## src/rtl/alu_arbiter.sv

```systemverilog
// Round-robin arbiter sharing one ALU between NREQ requesters.
// Optional ALU_ARB_LOCK_EN adds a lock input for back-to-back carry chains.
module alu_arbiter #(
    parameter int NREQ        = 4,
    parameter int WIDTH       = 32,
    parameter int OPCODE      = 4,
    parameter int REGS_CODING = 3,
    parameter int FLAGS       = 4
) (
    input  logic                          clk,
    input  logic                          reset,
    input  logic [NREQ-1:0]               req,
    input  logic [NREQ*OPCODE-1:0]        req_opcode,
    input  logic [NREQ*WIDTH-1:0]         req_op1,
    input  logic [NREQ*WIDTH-1:0]         req_op2,
    input  logic [NREQ-1:0]               req_cin,
    input  logic [NREQ*REGS_CODING-1:0]   req_dest,
`ifdef ALU_ARB_LOCK_EN
    input  logic [NREQ-1:0]               lock,
`endif
    output logic [NREQ-1:0]               ack,
    output logic [WIDTH-1:0]              rsp_result,
    output logic [FLAGS-1:0]              rsp_flags,
    output logic [REGS_CODING-1:0]        rsp_dest,
    output logic                          busy,
    output logic                          alu_en,
    output logic [OPCODE-1:0]             alu_opcode,
    output logic [WIDTH-1:0]              alu_op1,
    output logic [WIDTH-1:0]              alu_op2,
    output logic                          alu_cin,
    output logic [REGS_CODING-1:0]        alu_dest,
    input  logic [WIDTH-1:0]              alu_result,
    input  logic [FLAGS-1:0]              alu_flags,
    input  logic [REGS_CODING-1:0]        alu_dest_out
);

    localparam int PW = (NREQ > 1) ? $clog2(NREQ) : 1;

    typedef enum logic [1:0] {IDLE, ISSUE, DONE} state_t;

    state_t                 state, state_d;
    logic [PW-1:0]          ptr, ptr_d;
    logic [PW-1:0]          grant, grant_d;
    logic [PW-1:0]          sel;
    logic [NREQ-1:0]        ack_d;
    logic                   busy_d, alu_en_d, alu_cin_d;
    logic [OPCODE-1:0]      alu_opcode_d;
    logic [WIDTH-1:0]       alu_op1_d, alu_op2_d, rsp_result_d;
    logic [REGS_CODING-1:0] alu_dest_d, rsp_dest_d;
    logic [FLAGS-1:0]       rsp_flags_d;
`ifdef ALU_ARB_LOCK_EN
    logic                   lock_hold, lock_hold_d;
    logic [2:0]             lock_cnt, lock_cnt_d;
`endif

    // First requester at or after p, wrapping around
    function automatic logic [PW-1:0] rr_pick(input logic [NREQ-1:0] r,
                                              input logic [PW-1:0] p);
        logic [PW-1:0] w;
        logic          hit;
        w   = p;
        hit = 1'b0;
        for (int k = 0; k < NREQ; k++) begin
            int j;
            j = int'(p) + k;
            if (j >= NREQ) j = j - NREQ;
            if (!hit && r[j]) begin
                hit = 1'b1;
                w   = PW'(j);
            end
        end
        return w;
    endfunction

    // Winner selection, with optional lock re-grant
    always_comb begin
        sel = rr_pick(req, ptr);
`ifdef ALU_ARB_LOCK_EN
        if (lock_hold && req[grant]) sel = grant;
`endif
    end

    // Next-state and registered-output computation
    always_comb begin
        state_d      = state;
        ptr_d        = ptr;
        grant_d      = grant;
        ack_d        = '0;
        busy_d       = busy;
        alu_en_d     = 1'b0;
        alu_opcode_d = alu_opcode;
        alu_op1_d    = alu_op1;
        alu_op2_d    = alu_op2;
        alu_cin_d    = alu_cin;
        alu_dest_d   = alu_dest;
        rsp_result_d = rsp_result;
        rsp_flags_d  = rsp_flags;
        rsp_dest_d   = rsp_dest;
`ifdef ALU_ARB_LOCK_EN
        lock_hold_d  = lock_hold;
        lock_cnt_d   = lock_cnt;
`endif
        unique case (state)
            IDLE: begin
                if (|req) begin
                    grant_d      = sel;
                    alu_opcode_d = req_opcode[int'(sel)*OPCODE +: OPCODE];
                    alu_op1_d    = req_op1[int'(sel)*WIDTH +: WIDTH];
                    alu_op2_d    = req_op2[int'(sel)*WIDTH +: WIDTH];
                    alu_cin_d    = req_cin[sel];
                    alu_dest_d   = req_dest[int'(sel)*REGS_CODING +: REGS_CODING];
                    alu_en_d     = 1'b1;
                    busy_d       = 1'b1;
                    state_d      = ISSUE;
`ifdef ALU_ARB_LOCK_EN
                    lock_hold_d  = 1'b0;
`endif
                end
            end
            ISSUE: begin
                rsp_result_d = alu_result;
                rsp_flags_d  = alu_flags;
                rsp_dest_d   = alu_dest_out;
                ack_d[grant] = 1'b1;
                state_d      = DONE;
            end
            DONE: begin
                busy_d  = 1'b0;
                state_d = IDLE;
                ptr_d   = (grant == PW'(NREQ - 1)) ? '0 : grant + PW'(1);
`ifdef ALU_ARB_LOCK_EN
                if (lock[grant] && req[grant] && lock_cnt != 3'd7) begin
                    lock_hold_d = 1'b1;
                    lock_cnt_d  = lock_cnt + 3'd1;
                    ptr_d       = ptr;
                end else begin
                    lock_hold_d = 1'b0;
                    lock_cnt_d  = '0;
                end
`endif
            end
            default: state_d = IDLE;
        endcase
    end

    // State and output registers
    always_ff @(posedge clk or posedge reset) begin
        if (reset) begin
            state      <= IDLE;
            ptr        <= '0;
            grant      <= '0;
            ack        <= '0;
            busy       <= 1'b0;
            alu_en     <= 1'b0;
            alu_opcode <= '0;
            alu_op1    <= '0;
            alu_op2    <= '0;
            alu_cin    <= 1'b0;
            alu_dest   <= '0;
            rsp_result <= '0;
            rsp_flags  <= '0;
            rsp_dest   <= '0;
`ifdef ALU_ARB_LOCK_EN
            lock_hold  <= 1'b0;
            lock_cnt   <= '0;
`endif
        end else begin
            state      <= state_d;
            ptr        <= ptr_d;
            grant      <= grant_d;
            ack        <= ack_d;
            busy       <= busy_d;
            alu_en     <= alu_en_d;
            alu_opcode <= alu_opcode_d;
            alu_op1    <= alu_op1_d;
            alu_op2    <= alu_op2_d;
            alu_cin    <= alu_cin_d;
            alu_dest   <= alu_dest_d;
            rsp_result <= rsp_result_d;
            rsp_flags  <= rsp_flags_d;
            rsp_dest   <= rsp_dest_d;
`ifdef ALU_ARB_LOCK_EN
            lock_hold  <= lock_hold_d;
            lock_cnt   <= lock_cnt_d;
`endif
        end
    end

endmodule

```

## config.mk

```make
export PLATFORM = sky130hd
export DESIGN_NAME = alu_arbiter
export DESIGN_NICKNAME = d
export VERILOG_FILES = /design/src/rtl/alu_arbiter.sv
export SDC_FILE = /design/constraint.sdc
export NUM_CORES = 1
export LEC_CHECK = 0
export BUFFER_PORTS_ARGS = -buffer_cell sky130_fd_sc_hd__buf_2
export CAP_MARGIN = 20
export CORE_AREA = 2 2 177 179
export DETAILED_ROUTE_END_ITERATION = 8
export DIE_AREA = 0 0 179 181
export PLACE_DENSITY = 0.46
export SLEW_MARGIN = 20
export SYNTH_ARGS = -nofsm -noshare
export SYNTH_HDL_FRONTEND = slang
export SYNTH_SLANG_ARGS = --single-unit
```

## constraint.sdc

```tcl
create_clock -name clk -period 5.34 [get_ports clk]
set_input_delay 0 -clock clk [delete_from_list [all_inputs] [get_ports clk]]
set_output_delay 0 -clock clk [all_outputs]
set_load 0.05 [all_outputs]
```

# Yosys cells after proc, flatten, opt, wreduce, memory -nomap -nowiden
# Index checks and enable logic that the tools add are counted.
[word_totals] reg_bits=123 in_bits=333 out_inout_bits=117 word_cells=89
[classes] add_sub_neg=8 mul=1 magnitude_cmp=11 eq_ne=4 shifts=4 mux=35 reduce_logical=12
[ops] operator="128-bit by 8-bit indexed part select with 32-bit output" count=2
[ops] operator="32-bit by 4-bit less-than comparator with 1-bit output, second input constant" count=4
[ops] operator="32-bit two-way mux" count=4
[ops] operator="1-bit two-way mux" count=16
[ops] operator="16-bit by 5-bit indexed part select with 4-bit output" count=1
[ops] operator="2-bit two-way mux" count=6
[ops] operator="12-bit by 5-bit indexed part select with 3-bit output" count=1
[ops] operator="3-bit by 3-bit subtractor with 4-bit output, second input constant" count=3
[ops] operator="1-bit binary-select mux with 2-bit select" count=5
[ops] operator="3-bit greater-or-equal comparator, second input constant" count=3
[ops] operator="2-bit by 2-bit adder with 3-bit output, second input constant" count=2
[ops] operator="2-bit by 3-bit less-than comparator with 1-bit output, second input constant" count=2
[ops] operator="2-bit == test, second input constant" count=2
[ops] operator="1-bit logical AND" count=4
[ops] operator="2-bit by 2-bit multiplier with 4-bit output, second input constant" count=1
[ops] operator="4-bit two-way mux" count=1
[ops] operator="2-bit one-hot mux with 2 select lines" count=1
[ops] operator="2-bit AND reduction" count=2
[ops] operator="4-bit OR reduction" count=1
[ops] operator="2-bit by 3-bit subtractor with 4-bit output, second input constant" count=1
[ops] operator="2-bit by 1-bit adder with 3-bit output, second input constant" count=1
[ops] operator="2-bit by 3-bit greater-or-equal comparator with 1-bit output, second input constant" count=1
[ops] operator="1-bit zero test" count=3
[ops] operator="2-bit by 1-bit adder with 2-bit output, second input constant" count=1
[ops] operator="7 further kinds" count=7

# Depth between registers and ports, before layout
[logic_depth] ltp_word=17 depth_mapped=9

# Worst setup path after synthesis
# Ideal clock, no wire load.
[synth_path] kind="reg2reg" start="reg ptr[1]" end="reg alu_op1[0]" setup_time_ns=0.126 arrival_ns=2.086 required_time_ns=5.214 setup_slack_ns=3.128 path_stages_with_launch=9 synth_period_minus_slack_ns=2.212 path_cell_list="dfrtp_1 > buf_2 > and3b_1 > or4_1 > buf_2 > nand2_2 > buf_4 > mux2_1 > a221o_1"
[synth_via] elab_chain_len=16
[synth_lines] item="start, declared" line="42" text="logic [PW-1:0] ptr, ptr_d;"
[synth_lines] item="start signal, assigned" line="169" text="ptr <= ptr_d;"
[synth_lines] item="parallel branches: the longest is 14 deep, another holds 3-bit by 3-bit subtractor with 4-bit output"
[synth_lines] item="2-bit two-way mux (*)" line="67" text="if (!hit && r[j]) begin"
[synth_lines] item="128-bit by 8-bit indexed part select with 32-bit output (*)" line="108" text="alu_op1_d = req_op1[int'(sel)*WIDTH +: WIDTH];"
[synth_lines] item="end signal, assigned" line="175" text="alu_op1 <= alu_op1_d;"
[synth_lines] item="end, declared" line="28" text="output logic [WIDTH-1:0] alu_op1,"
# Every way passes the cells marked *. The select of a mux whose other input is x is not followed.
# A chain may end at the register's enable or synchronous reset.

# Final worst setup path
[layout_path] start="reg ptr[1]" end="reg alu_op2[20]"
[layout_via] elab_chain_len=16
[layout_lines] item="parallel branches: the longest is 14 deep, another holds 3-bit by 3-bit subtractor with 4-bit output"
[layout_lines] item="2-bit two-way mux (*)" line="67"
[layout_lines] item="128-bit by 8-bit indexed part select with 32-bit output (*)" line="109" text="alu_op2_d = req_op2[int'(sel)*WIDTH +: WIDTH];"
[layout_lines] item="end signal, assigned" line="176" text="alu_op2 <= alu_op2_d;"
[layout_lines] item="end, declared" line="29" text="output logic [WIDTH-1:0] alu_op2,"
# Marks and branches as above.

==> impl_metrics.yaml <==
outcome:
  status: "completed"
detailed_routing:
  wl_per_cell_um: 18.4
  wirelength_um: 31400
  first_pass_iters: 4
  vias_per_cell: 4.71
  drtIter0Drc: 283
  drc: 0
  ant_nets: 0
  vias: 8029
layout:
  postLayoutCellArea_mm2: 0.0123
  drive_gt1_share_pct: 42.6
  fillers: 3037
  area_growth_syn_to_layout_pct: 80.3
  nets: 1631
  final_util_pct: 40.6
  final_cells: 1706
  multi_input_area_mm2: 0.00342
  seqCellArea_mm2: 0.00308
clock_network:
  numClockSinks: 123
  clockRootBuffer: "clkbuf_16"
  cts_tree: "done"
  cts_buffer_depth: 2
  cts_resized: 0
  cts_setup_buffers: 0
  clkTransAtPathRegs_ns: 0.06
  htree_levels: 4
  cts_made_buffers: 17
  clock_latency_ns: 0.42
critical_path:
  cpMostUsedCell: "dlygate4sd3_1"
  crit_path_max_incr_delay_ns: 0.74
  cp-start-kind: "flip-flop"
  crit_chain: "nor3_1 -> or4_2 -> nand2_4 -> mux2_1 -> dlygate4sd3_1 -> a221o_1 -> dlygate4sd3_1"
  required_ns: 5.64
  path_class: "reg -> reg"
  path_delay_family: "simple AND/OR/NAND/NOR gates"
  critical_path.n_buffers_inverters: 2
  worst-path-max-fanout: 60
  slowest_stage: "nand2_4"
  endpoint_kind: "flip-flop"
  crit_arrival_ns: 4.40
timing:
  tns_ns: 0
  worst_slack_ns: 1.23
  fin_crit_ns: 4.11
  max_freq_mhz: 243
  slew_viol_final: 0
  post-route-period-util_pct: 76.9
  hold_viol_final: 0
  fin_skew_ns: 0.0142
  worst-slew-pin-transition_ns: 0.992
  finalSetupViolCount: 0
  slew_headroom_pct: 33.9
  rsz0062_at_grt: "false"
yosys:
  ys_async_sr_fraction_pct: 100
  yosys_warnings: 0
  seq_area_frac_synth_pct: 45.1
  ys_seq_elements: 123
  syn_avg_cell_area_um2: 10.5
  synth_top_cell_by_area: "dfrtp_1"
  synth_edf_count: 0
  synth_cell_types: 39
  synth_area_mm2: 0.00683
  synthTopCellsByCount: "dfrtp_1 (123), o21ai_0 (59), nand3_1 (58)"
  syn_nets: 985
  synth_flop_cell: "dfrtp_1"
  synthCells: 648
  synth.most_common_cell: "dfrtp_1"
  netlist.area_leader.share_pct: 45.1
  yosys-top-cells-area: "dfrtp_1 (45%), mux2_1 (9.4%), a221o_1 (8.4%)"
power:
  p_leak_nw: 5.85
  peakVddDrop_uv: 307
  p_per_area_mw_per_mm2: 636
global_route:
  use_met1_pct: 21.1
  gr-usage-met2_pct: 33.9
  grt_pass1_vias: 8465
  antenna_found_initial: 4
  overflow: 0
  grt_max_degree: 62
  grt.met3_usage_pct: 4.23
  grt_pass1_wl_um: 46400
  grt_usage_pct: 18.6
  grt_busiest_layer: "met2"
floorplan:
  start_util_pct: 22.5
  ioPinCount: 450
  die_h_um: 181
  core_area_mm2: 0.0303
  die_w_um: 179
  rows: 64
  dieArea_mm2: 0.0324
place:
  pre_cts_ws_ns: 2.32
  portBuffers: 449
  hpwl_um: 21100
  gp_congestion: 0.780
  placed_cells_incl_taps: 1440
  post_dp_cell_area_mm2: 0.00941
flow_run:
  maxCapViolCount: 0
min_path:
  min_path_type: "in -> reg"
## cell families (layout without fill, tap and decap cells)
group	count (synthesis)	count (layout)	share of synthesized area [%]
AO/OA/AOI/OAI	226	226	23.2
flip-flops	123	123	45.1
multiplexers	112	112	18.2
AND/OR/NAND/NOR	98	98	7.27
buffers and inverters	85	744	5.53
adder cells (fa/ha/maj)	4	4	0.733
other	0	3	0
## layer usage
metal / share of wire [%] / wire [um] / vias to the layer above
met3: 7.5 / 2370 / 49
met2: 50 / 15800 / 386
met5: 0.041 / 13 / -
li1: - / - / 3755
met4: 2.7 / 847 / 2
met1: 40 / 12500 / 3837
## path summary, 6_finish.rpt
check,start,end,slack [ns],cells after the start
min in group asynchronous,reset,alu_op1[14]$_DFFE_PP0P_,0.14,3
max in group asynchronous,reset,alu_op1[19]$_DFFE_PP0P_,4.09,4
min,req_op1[97],alu_op1[1]$_DFFE_PP0P_,0.03,4
max,ptr[1]$_DFFE_PP0P_,alu_op2[20]$_DFFE_PP0P_,1.23,7
max reg2reg,ptr[1]$_DFFE_PP0P_,alu_op2[20]$_DFFE_PP0P_,1.23,7
min reg2reg,busy$_DFFE_PP0P_,busy$_DFFE_PP0P_,0.47,2
## timing repair
item,in CTS,in global routing
setup endpoints to repair,0,0
hold buffers,231,0
hold endpoints to repair,144,0
## worst reg2reg max path, delay by kind of cell (launching register included)
kind | cells | cell delay, ns
simple gates | 3 | 1.57
compound gates | 1 | 0.34
buf+inv | 2 | 1.15
mux | 1 | 0.42
flops | 1 | 0.52
## state kept, by name, summed over array words and instances (netlist names)
register,count
ack,4
alu_opcode,4
grant,2
ptr,2
rsp_result,32
rsp_dest,3
alu_dest,3
alu_op1,32
alu_en,1
rsp_flags,4
busy,1
alu_op2,32
state,2
alu_cin,1
## where the power goes
part           total, W  switching, W  internal, W  leakage [nW]
clock network   0.00119      0.000493     0.000697         0.289
registers       0.00166      0.000261      0.00140          1.48
logic           0.00498       0.00310      0.00188          4.08
## stage by stage
stage | power (W) | hold slack, ns
2_1_floorplan | 0.00480 | 0.152
3_3_place_gp | 0.00592 | 0.0421
3_5_place_dp | 0.00594 | 0.0400
4_1_cts | 0.00788 | 0.00281
5_1_grt | 0.00829 | 0.0198
6_report | 0.00783 | 0.0325
## area by class of cell
cell class | instances | area share [%]
inverters | 19 | 0.599
repair buffers | 693 | 37.8
diodes | 3 | 0.0610
clock buffers | 17 | 3.45
well taps | 396 | 4.02
multi-input cells | 440 | 27.7
flip-flops and latches | 123 | 25.0
clock inverters | 15 | 1.31
## placed cells by master (no fill, tap or decap), types with 4 or more instances in the layout
cell type        n
dlygate4sd3_1  231
a31oi_1         14
mux2i_1         15
mux2_1          57
buf_2          449
clkbuf_16       17
nor2_1          18
o21ai_0         59
nor2b_1          4
a211oi_1        20
nand3_1         58
a221o_1         57
inv_1           17
a21oi_1         57
buf_4           13
and2_1           4
dfrtp_1        123
ha_1             4
inv_6            6
a211oi_2        10
mux2_2          40
No activity file was read; power rests on OpenSTA's default activity.
